==> src/rtl/alu_result_stage.sv <==
// Result capture stage behind alu_32: a 2-entry FIFO that normalises flags per opcode,
// plus sticky overflow/illegal flags and a count of accepted results.
module alu_result_stage #(
  parameter int unsigned TAG_W = 5
) (
  input  logic             clk,
  input  logic             rst,
  input  logic             in_valid,
  output logic             in_ready,
  input  logic [31:0]      in_result,
  input  logic             in_carry,
  input  logic             in_zero,
  input  logic             in_ovf,
  input  logic [3:0]       in_sel,
  input  logic [TAG_W-1:0] in_tag,
  output logic             out_valid,
  input  logic             out_ready,
  output logic [31:0]      out_result,
  output logic [TAG_W-1:0] out_tag,
  output logic [3:0]       out_flags,
  input  logic             clear_sticky,
  output logic             sticky_ovf,
  output logic             sticky_illegal,
  output logic [15:0]      op_count
);

  localparam logic [3:0] SEL_AND = 4'b0000;
  localparam logic [3:0] SEL_OR  = 4'b0001;
  localparam logic [3:0] SEL_ADD = 4'b0010;
  localparam logic [3:0] SEL_SUB = 4'b0110;
  localparam logic [3:0] SEL_SLT = 4'b0111;
  localparam logic [3:0] SEL_NOR = 4'b1100;
  localparam logic [3:0] SEL_EQ  = 4'b1111;

  typedef enum logic [1:0] {EMPTY, ONE, FULL} state_t;

  state_t           state;
  logic             push;
  logic             pop;
  logic             new_illegal;
  logic             new_ovf;
  logic             new_carry;
  logic             new_zero;
  logic [3:0]       new_flags;
  logic [31:0]      tail_result;
  logic [TAG_W-1:0] tail_tag;
  logic [3:0]       tail_flags;
  logic             unused_in_zero;

  // Zero is recomputed from the result, so the ALU's own zero flag is not consumed.
  assign unused_in_zero = in_zero;

  assign push = in_valid && in_ready;
  assign pop  = out_valid && out_ready;

  // Flag normalisation: carry only for ADD, overflow only for ADD/SUB.
  always_comb begin
    new_illegal = 1'b1;
    new_ovf     = 1'b0;
    new_carry   = 1'b0;
    new_zero    = (in_result == 32'h0);
    case (in_sel)
      SEL_AND, SEL_OR, SEL_SLT, SEL_NOR, SEL_EQ: new_illegal = 1'b0;
      SEL_ADD: begin
        new_illegal = 1'b0;
        new_carry   = in_carry;
        new_ovf     = in_ovf;
      end
      SEL_SUB: begin
        new_illegal = 1'b0;
        new_ovf     = in_ovf;
      end
      default: new_illegal = 1'b1;
    endcase
    new_flags = {new_illegal, new_ovf, new_carry, new_zero};
  end

  // Occupancy FSM; head entry lives directly in the out_* registers.
  always_ff @(posedge clk or posedge rst) begin
    if (rst) begin
      state       <= EMPTY;
      out_valid   <= 1'b0;
      in_ready    <= 1'b1;
      out_result  <= 32'h0;
      out_tag     <= '0;
      out_flags   <= 4'h0;
      tail_result <= 32'h0;
      tail_tag    <= '0;
      tail_flags  <= 4'h0;
    end else begin
      case (state)
        EMPTY: if (push) begin
          out_result <= in_result;
          out_tag    <= in_tag;
          out_flags  <= new_flags;
          out_valid  <= 1'b1;
          state      <= ONE;
        end
        ONE: begin
          if (push && pop) begin
            out_result <= in_result;
            out_tag    <= in_tag;
            out_flags  <= new_flags;
          end else if (push) begin
            tail_result <= in_result;
            tail_tag    <= in_tag;
            tail_flags  <= new_flags;
            in_ready    <= 1'b0;
            state       <= FULL;
          end else if (pop) begin
            out_valid <= 1'b0;
            state     <= EMPTY;
          end
        end
        FULL: if (pop) begin
          out_result <= tail_result;
          out_tag    <= tail_tag;
          out_flags  <= tail_flags;
          in_ready   <= 1'b1;
          state      <= ONE;
        end
        default: begin
          out_valid <= 1'b0;
          in_ready  <= 1'b1;
          state     <= EMPTY;
        end
      endcase
    end
  end

  // A same-cycle set beats clear_sticky.
  always_ff @(posedge clk or posedge rst) begin
    if (rst) begin
      sticky_ovf     <= 1'b0;
      sticky_illegal <= 1'b0;
      op_count       <= 16'h0;
    end else begin
      sticky_ovf     <= (sticky_ovf && !clear_sticky) || (push && new_ovf);
      sticky_illegal <= (sticky_illegal && !clear_sticky) || (push && new_illegal);
      if (push) op_count <= op_count + 16'(1);
    end
  end

endmodule

==> config.mk <==
export PLATFORM = sky130hd
export DESIGN_NAME = alu_result_stage
export DESIGN_NICKNAME = d
export VERILOG_FILES = /design/src/rtl/alu_result_stage.sv
export SDC_FILE = /design/constraint.sdc
export NUM_CORES = 1
export LEC_CHECK = 0
export ABC_AREA = 0
export CAP_MARGIN = 10
export CORE_MARGIN = 5
export CORE_UTILIZATION = 50
export CTS_BUF_LIST = sky130_fd_sc_hd__clkbuf_2
export DETAILED_ROUTE_END_ITERATION = 10
export GPL_TIMING_DRIVEN = 0
export PLACE_DENSITY = 0.87
export SYNTH_ARGS = -nofsm -noshare
export SYNTH_HDL_FRONTEND = slang
export SYNTH_SLANG_ARGS = --single-unit
==> constraint.sdc <==
create_clock -name clk -period 5.15 [get_ports clk]
set_input_delay 1.545 -clock clk [delete_from_list [all_inputs] [get_ports clk]]
set_output_delay 1.545 -clock clk [all_outputs]
set_load 0.01 [all_outputs]
==> results of run 1 <==
[per-layer routing]
metal	part of all wire	vias to the layer above
li1	-	1697
met1	0.43	1771
met2	0.50	123
met3	0.061	7
met4	0.0059	0
met5	0	-
[kinds of logic (layout without fill, tap and decap cells)]
group / after synthesis / in the layout / synth area share
buffers and inverters: 28 / 153 / 0.0334
AOI/OAI and AO/OA: 59 / 59 / 0.0881
muxes: 39 / 39 / 0.0976
adders and majority gates: 1 / 1 / 0.00278
and+or+nand+nor: 176 / 176 / 0.170
xor gates and xnor gates: 15 / 15 / 0.0292
DFF: 104 / 104 / 0.579
[metrics by stage]
stage	instance area, um2	hold slack [ps]	TNS (ps)	util	setup WS [ps]
after global routing	5860	530	0	0.669	1840
after global placement	5720	460	-52160	0.652	-510
final	5860	501	0	0.669	1920
after CTS	5860	510	0	0.669	1880
after floorplan	4500	448	0	-	874
after detailed placement	5750	478	0	0.656	1750
[sequential cells by signal, indices dropped and copies added (netlist names)]
register        count
tail_tag            5
in_ready            1
out_valid           1
tail_result        32
sticky_illegal      1
out_flags           4
state               2
op_count           16
out_result         32
sticky_ovf          1
tail_flags          4
out_tag             5
[final cells by class]
type / instances / area share
Sequential cell: 104 / 0.444
Multi-Input combinational cell: 290 / 0.298
Timing Repair Buffer: 109 / 0.189
Tap cell: 108 / 0.0230
Buffer: 23 / 0.0224
Clock inverter: 7 / 0.0122
Clock buffer: 9 / 0.00768
Inverter: 5 / 0.00363
[power by group through the flow]
| stage | clock network (uW) | registers [uW] | logic, uW |
|---|---|---|---|
| 6_report | 379 | 819 | 77.3 |
| 4_1_cts | 385 | 819 | 78.2 |
| 3_3_place_gp | 0 | 832 | 72.5 |
| 3_5_place_dp | 0 | 832 | 77.8 |
| 5_1_grt | 420 | 820 | 85.6 |
| 2_1_floorplan | 0 | 832 | 22.6 |
[final timing paths]
kind / slack (ps) / end / startpoint
max in group asynchronous: 3070 / tail_result[8]$_DFFE_PP0P_ / rst
min in group asynchronous: 1360 / out_result[20]$_DFFE_PP0P_ / rst
min reg2reg: 500 / op_count[15]$_DFFE_PP0P_ / op_count[15]$_DFFE_PP0P_
max: 1920 / in_ready / in_ready$_DFFE_PP1P_
min: 500 / op_count[15]$_DFFE_PP0P_ / op_count[15]$_DFFE_PP0P_
max reg2reg: 3160 / out_result[30]$_DFFE_PP0P_ / in_ready$_DFFE_PP1P_
[cell usage in the layout, fill, tap and decap left out, types with 3 or more instances in the layout]
master           instances
xnor2_1                  9
a31oi_1                 38
o21ai_0                  6
nor2b_1                  3
inv_1                    4
nand3_1                 10
clkbuf_1                 7
nor4_1                   9
o21a_1                   4
mux2_2                  37
nor2_1                  47
nand2_1                 91
buf_6                    4
xor2_1                   6
clkdlybuf4s50_1        108
nand4_1                  4
buf_2                   11
clkbuf_2                10
dfrtp_1                103
==> flow_summary.json, run 1 <==
{
  "layout-drive-gt1-share": 0.137,
  "numCtsBuffers": 9,
  "cpLargestDelayFamily": "flip-flops",
  "fin_crit_ps": 3230,
  "fillers": 678,
  "cts_hold_buf": 0,
  "crit_path_start_kind": "register",
  "setup_violations": 0,
  "p_clk_frac": 0.297,
  "async_flop_share": 1.00,
  "drc": 0,
  "cts_buffer_depth": 2,
  "cp-end-kind": "output port",
  "finalNonFillerCells": 655,
  "p_per_area_mw_per_mm2": 217,
  "post_cts_buffers": 0,
  "clk_pin_slew_ps": 270,
  "crit_type": "register to output port",
  "ys_ff_latch": 104,
  "yosys-top-cells-area": "dfrtp_1 57%, mux2_2 9.3%, nand2_1 7.6%, a31oi_1 5.3%, nor2_1 3.9%",
  "yosys.area.top_type": "dfrtp_1",
  "slew_viol_final": 0,
  "dp_hpwl_mm": 7.83,
  "critPathMaxStageDelay_ps": 600,
  "pwr-share-seq": 0.642,
  "overflow": 0,
  "ant_nets": 0,
  "synth_cell_types": 39,
  "synth_top_flop_cell": "dfrtp_1",
  "met3_usage": 0.0543,
  "fin_skew_ps": 30.8,
  "cts-root-buf": "clkbuf_2",
  "max-slew-margin-rel": 0.591,
  "vias": 3598,
  "drt_pre_antenna_iters": 4,
  "tightest_slew_ps": 614,
  "grtUsageMet2": 0.323,
  "grt_max_degree": 59,
  "critPathArrivalTime_ps": 1690,
  "met1_usage": 0.269,
  "combPwrFrac": 0.061,
  "synth_top_area_share": 0.573,
  "rows": 34,
  "core_mm2": 0.00876,
  "sw_frac_of_total": 0.239,
  "cts.sink_count": 104,
  "antenna_found_initial": 0,
  "critPathBufInv": 1,
  "avgViaCountPerCell": 5.49,
  "dp_cells": 639,
  "intPower_uw": 970,
  "start_util": 0.514,
  "die-area_mm2": 0.0110,
  "synth.avg_cell_area_um2": 10.7,
  "syn-num-nets": 472,
  "hold_viol": 0,
  "max_freq_mhz": 309,
  "multi_input_area_mm2": 0.00175,
  "grtUsageTotal": 0.198,
  "critPathSlowestCell": "dfstp_2",
  "io_buffers": 108,
  "wirelength_mm": 10.7,
  "clk_latency_ps": 540,
  "cp.depth": 1,
  "nNetsFinal": 592,
  "cts_resized": 0,
  "die_x_um": 105,
  "grt_first_pass_wirelength_mm": 18.0,
  "synth.most_common_cell": "dfrtp_1",
  "critical_path.cell_chain": "clkdlybuf4s50_1",
  "synth.yosys.warnings": 0,
  "power_leakage_uw": 0.00272,
  "ys_top_cells_by_count": "103 x dfrtp_1, 91 x nand2_1, 47 x nor2_1",
  "ys_seq_area_frac": 0.579,
  "area.growth.synth_to_final_pct": 30.3,
  "maxCapViolations": 0,
  "syn_area_mm2": 0.00450,
  "seq_area_mm2": 0.00260,
  "power_switching_uw": 305,
  "ioPinCount": 110,
  "run_status": "finished, final reports clean",
  "n_antenna_cell": 0,
  "min_period_over_period": 0.628,
  "gp_congestion": 0.844,
  "detail_route.wl_per_cell_um": 16.3,
  "syn_inst": 422,
  "top_usage_layer": "met2",
  "p_total_uw": 1280,
  "cts_max_level": 3,
  "rsz0062_at_grt": "false",
  "drt_iter0_markers": 171,
  "die_h_um": 105,
  "first_global_vias": 3645,
  "crit_fanout": 2,
  "synth_edf_count": 0,
  "min_path_cells": 1,
  "min_path_type": "register to register",
  "cp_data_required_time_ps": 3610,
  "irDropWorstVdd_v": 0.000149,
  "cts_tree": "built",
  "reg2reg_depth": 5
}
Power figures use the tool's default switching activity.
==> run 2, diff against run 1 <==
--- a/config.mk
+++ b/config.mk
@@ -8,11 +8,11 @@
 export ABC_AREA = 0
 export CAP_MARGIN = 10
 export CORE_MARGIN = 5
-export CORE_UTILIZATION = 50
+export CORE_UTILIZATION = 46
 export CTS_BUF_LIST = sky130_fd_sc_hd__clkbuf_2
 export DETAILED_ROUTE_END_ITERATION = 10
 export GPL_TIMING_DRIVEN = 0
-export PLACE_DENSITY = 0.87
+export PLACE_DENSITY = 0.84
 export SYNTH_ARGS = -nofsm -noshare
 export SYNTH_HDL_FRONTEND = slang
 export SYNTH_SLANG_ARGS = --single-unit
==> constraint.sdc (replaced) <==
create_clock -name clk -period 2.9 [get_ports clk]
set_input_delay 0.87 -clock clk [delete_from_list [all_inputs] [get_ports clk]]
set_output_delay 0.87 -clock clk [all_outputs]
set_load 0.01 [all_outputs]
==> run 2 against run 1 <==
Compared with the run above: non-clock buffer count is 1 higher; worst setup slack worse by 1500 ps; largest cell class unchanged; register-to-register slack worse by 2200 ps; critical path type unchanged.
==> flow_summary.json, run 2 (same netlist as run 1, synthesis figures left out) <==
{
  "die-area_mm2": 0.0119,
  "drt_pre_antenna_iters": 4,
  "cts_max_level": 3,
  "cts_tree": "built",
  "rows": 36,
  "cts-root-buf": "clkbuf_2",
  "cts_hold_buf": 0,
  "power_leakage_uw": 0.00272,
  "detail_route.wl_per_cell_um": 16.1,
  "critPathMaxStageDelay_ps": 590,
  "cts_buffer_depth": 2,
  "power_switching_uw": 522,
  "io_buffers": 108,
  "finalNonFillerCells": 681,
  "seq_area_mm2": 0.00260,
  "dp_cells": 665,
  "clk_latency_ps": 540,
  "holdWs_ps": 488,
  "cp_data_required_time_ps": 2030,
  "grt_first_pass_wirelength_mm": 18.1,
  "ant_nets": 0,
  "rrSetupSlack_ps": 920,
  "tightest_slew_ps": 793,
  "pwr-share-seq": 0.647,
  "tns_ps": 0,
  "layout-drive-gt1-share": 0.139,
  "min_period_over_period": 0.867,
  "dp_hpwl_mm": 8.10,
  "die_h_um": 109,
  "maxCapViolations": 0,
  "rsz0062_at_grt": "false",
  "cts_resized": 0,
  "core_mm2": 0.00964,
  "p_clk_frac": 0.291,
  "n_antenna_cell": 0,
  "post_cts_buffers": 0,
  "multi_input_area_mm2": 0.00175,
  "setup_violations": 0,
  "critPathSlowestCell": "dfstp_2",
  "first_global_vias": 3736,
  "cpLargestDelayFamily": "flip-flops",
  "drt_iter0_markers": 142,
  "nNetsFinal": 593,
  "final_cell_mix": "108 x clkdlybuf4s50_1, 103 x dfrtp_1, 91 x nand2_1",
  "utilization": 0.612,
  "fin_crit_ps": 2520,
  "start_util": 0.467,
  "final_common_cell": "clkdlybuf4s50_1",
  "intPower_uw": 1720,
  "max_freq_mhz": 398,
  "cts.sink_count": 104,
  "die_x_um": 109,
  "drc": 0,
  "p_per_area_mw_per_mm2": 381,
  "hold_viol": 0,
  "critPathBufInv": 1,
  "critical_path.cell_chain": "clkdlybuf4s50_1",
  "sw_frac_of_total": 0.233,
  "gp_congestion": 0.873,
  "grt_max_degree": 41,
  "grtUsageTotal": 0.193,
  "top_regs": "out_result x32, tail_result x32, op_count x16",
  "avgViaCountPerCell": 5.39,
  "overflow": 0,
  "clk_pin_slew_ps": 240,
  "numCtsBuffers": 9,
  "fin_skew_ps": 34.5,
  "crit_path_start_kind": "register",
  "ioPinCount": 110,
  "vias": 3669,
  "cp-end-kind": "output port",
  "critPathArrivalTime_ps": 1650,
  "slew_viol_final": 0,
  "run_status": "finished, final reports clean",
  "crit_fanout": 2,
  "combPwrFrac": 0.062,
  "crit_type": "register to output port",
  "wirelength_mm": 11.0,
  "fillers": 824,
  "antenna_found_initial": 0,
  "min_path_type": "register to register",
  "irDropWorstVdd_v": 0.000205,
  "max-slew-margin-rel": 0.470,
  "area.growth.synth_to_final_pct": 31.1
}
run 2: per-stage QoR:
| step | total power [uW] | setup slack (ps) | cell area, um2 |
|---|---|---|---|
| after CTS | 2270 | 328 | 5900 |
| after detailed placement | 1620 | 128 | 5790 |
| after global routing | 2340 | 279 | 5900 |
| after floorplan | 1520 | 785 | 4500 |
| after global placement | 1610 | -185 | 5750 |
| final | 2250 | 385 | 5900 |
run 2: power by group through the flow:
| stage | registers (uW) | logic (uW) | clock network, uW |
|---|---|---|---|
| after CTS | 1450 | 141 | 675 |
| after detailed placement | 1480 | 140 | 0 |
| after global routing | 1460 | 155 | 732 |
| after global placement | 1480 | 130 | 0 |
| final | 1450 | 139 | 654 |
| after floorplan | 1480 | 40.5 | 0 |
run 2: path summary, 6_finish.rpt:
kind | startpoint | end | cells past startpoint
max in group asynchronous | rst | in_ready$_DFFE_PP1P_ | 3
worst max-delay path | in_ready$_DFFE_PP1P_ | in_ready | 1
worst max register to register | in_ready$_DFFE_PP1P_ | out_result[20]$_DFFE_PP0P_ | 5
worst min register to register | op_count[15]$_DFFE_PP0P_ | op_count[15]$_DFFE_PP0P_ | 1
min in group asynchronous | rst | op_count[1]$_DFFE_PP0P_ | 2
worst min-delay path | op_count[15]$_DFFE_PP0P_ | op_count[15]$_DFFE_PP0P_ | 1
run 2: layout make-up:
class,instances,area share
Multi-Input combinational cell,290,0.296
Buffer,23,0.0223
Timing Repair Buffer,110,0.190
Clock buffer,10,0.00848
Tap cell,133,0.0282
Sequential cell,104,0.441
Inverter,5,0.00382
Clock inverter,6,0.0102
run 2: routing by layer:
layer	track usage	vias up	routed length [um]
met5	0	-	0
met4	0.0568	0	122
met3	0.0337	14	714
met2	0.324	144	5440
met1	0.257	1812	4700
li1	-	1699	-
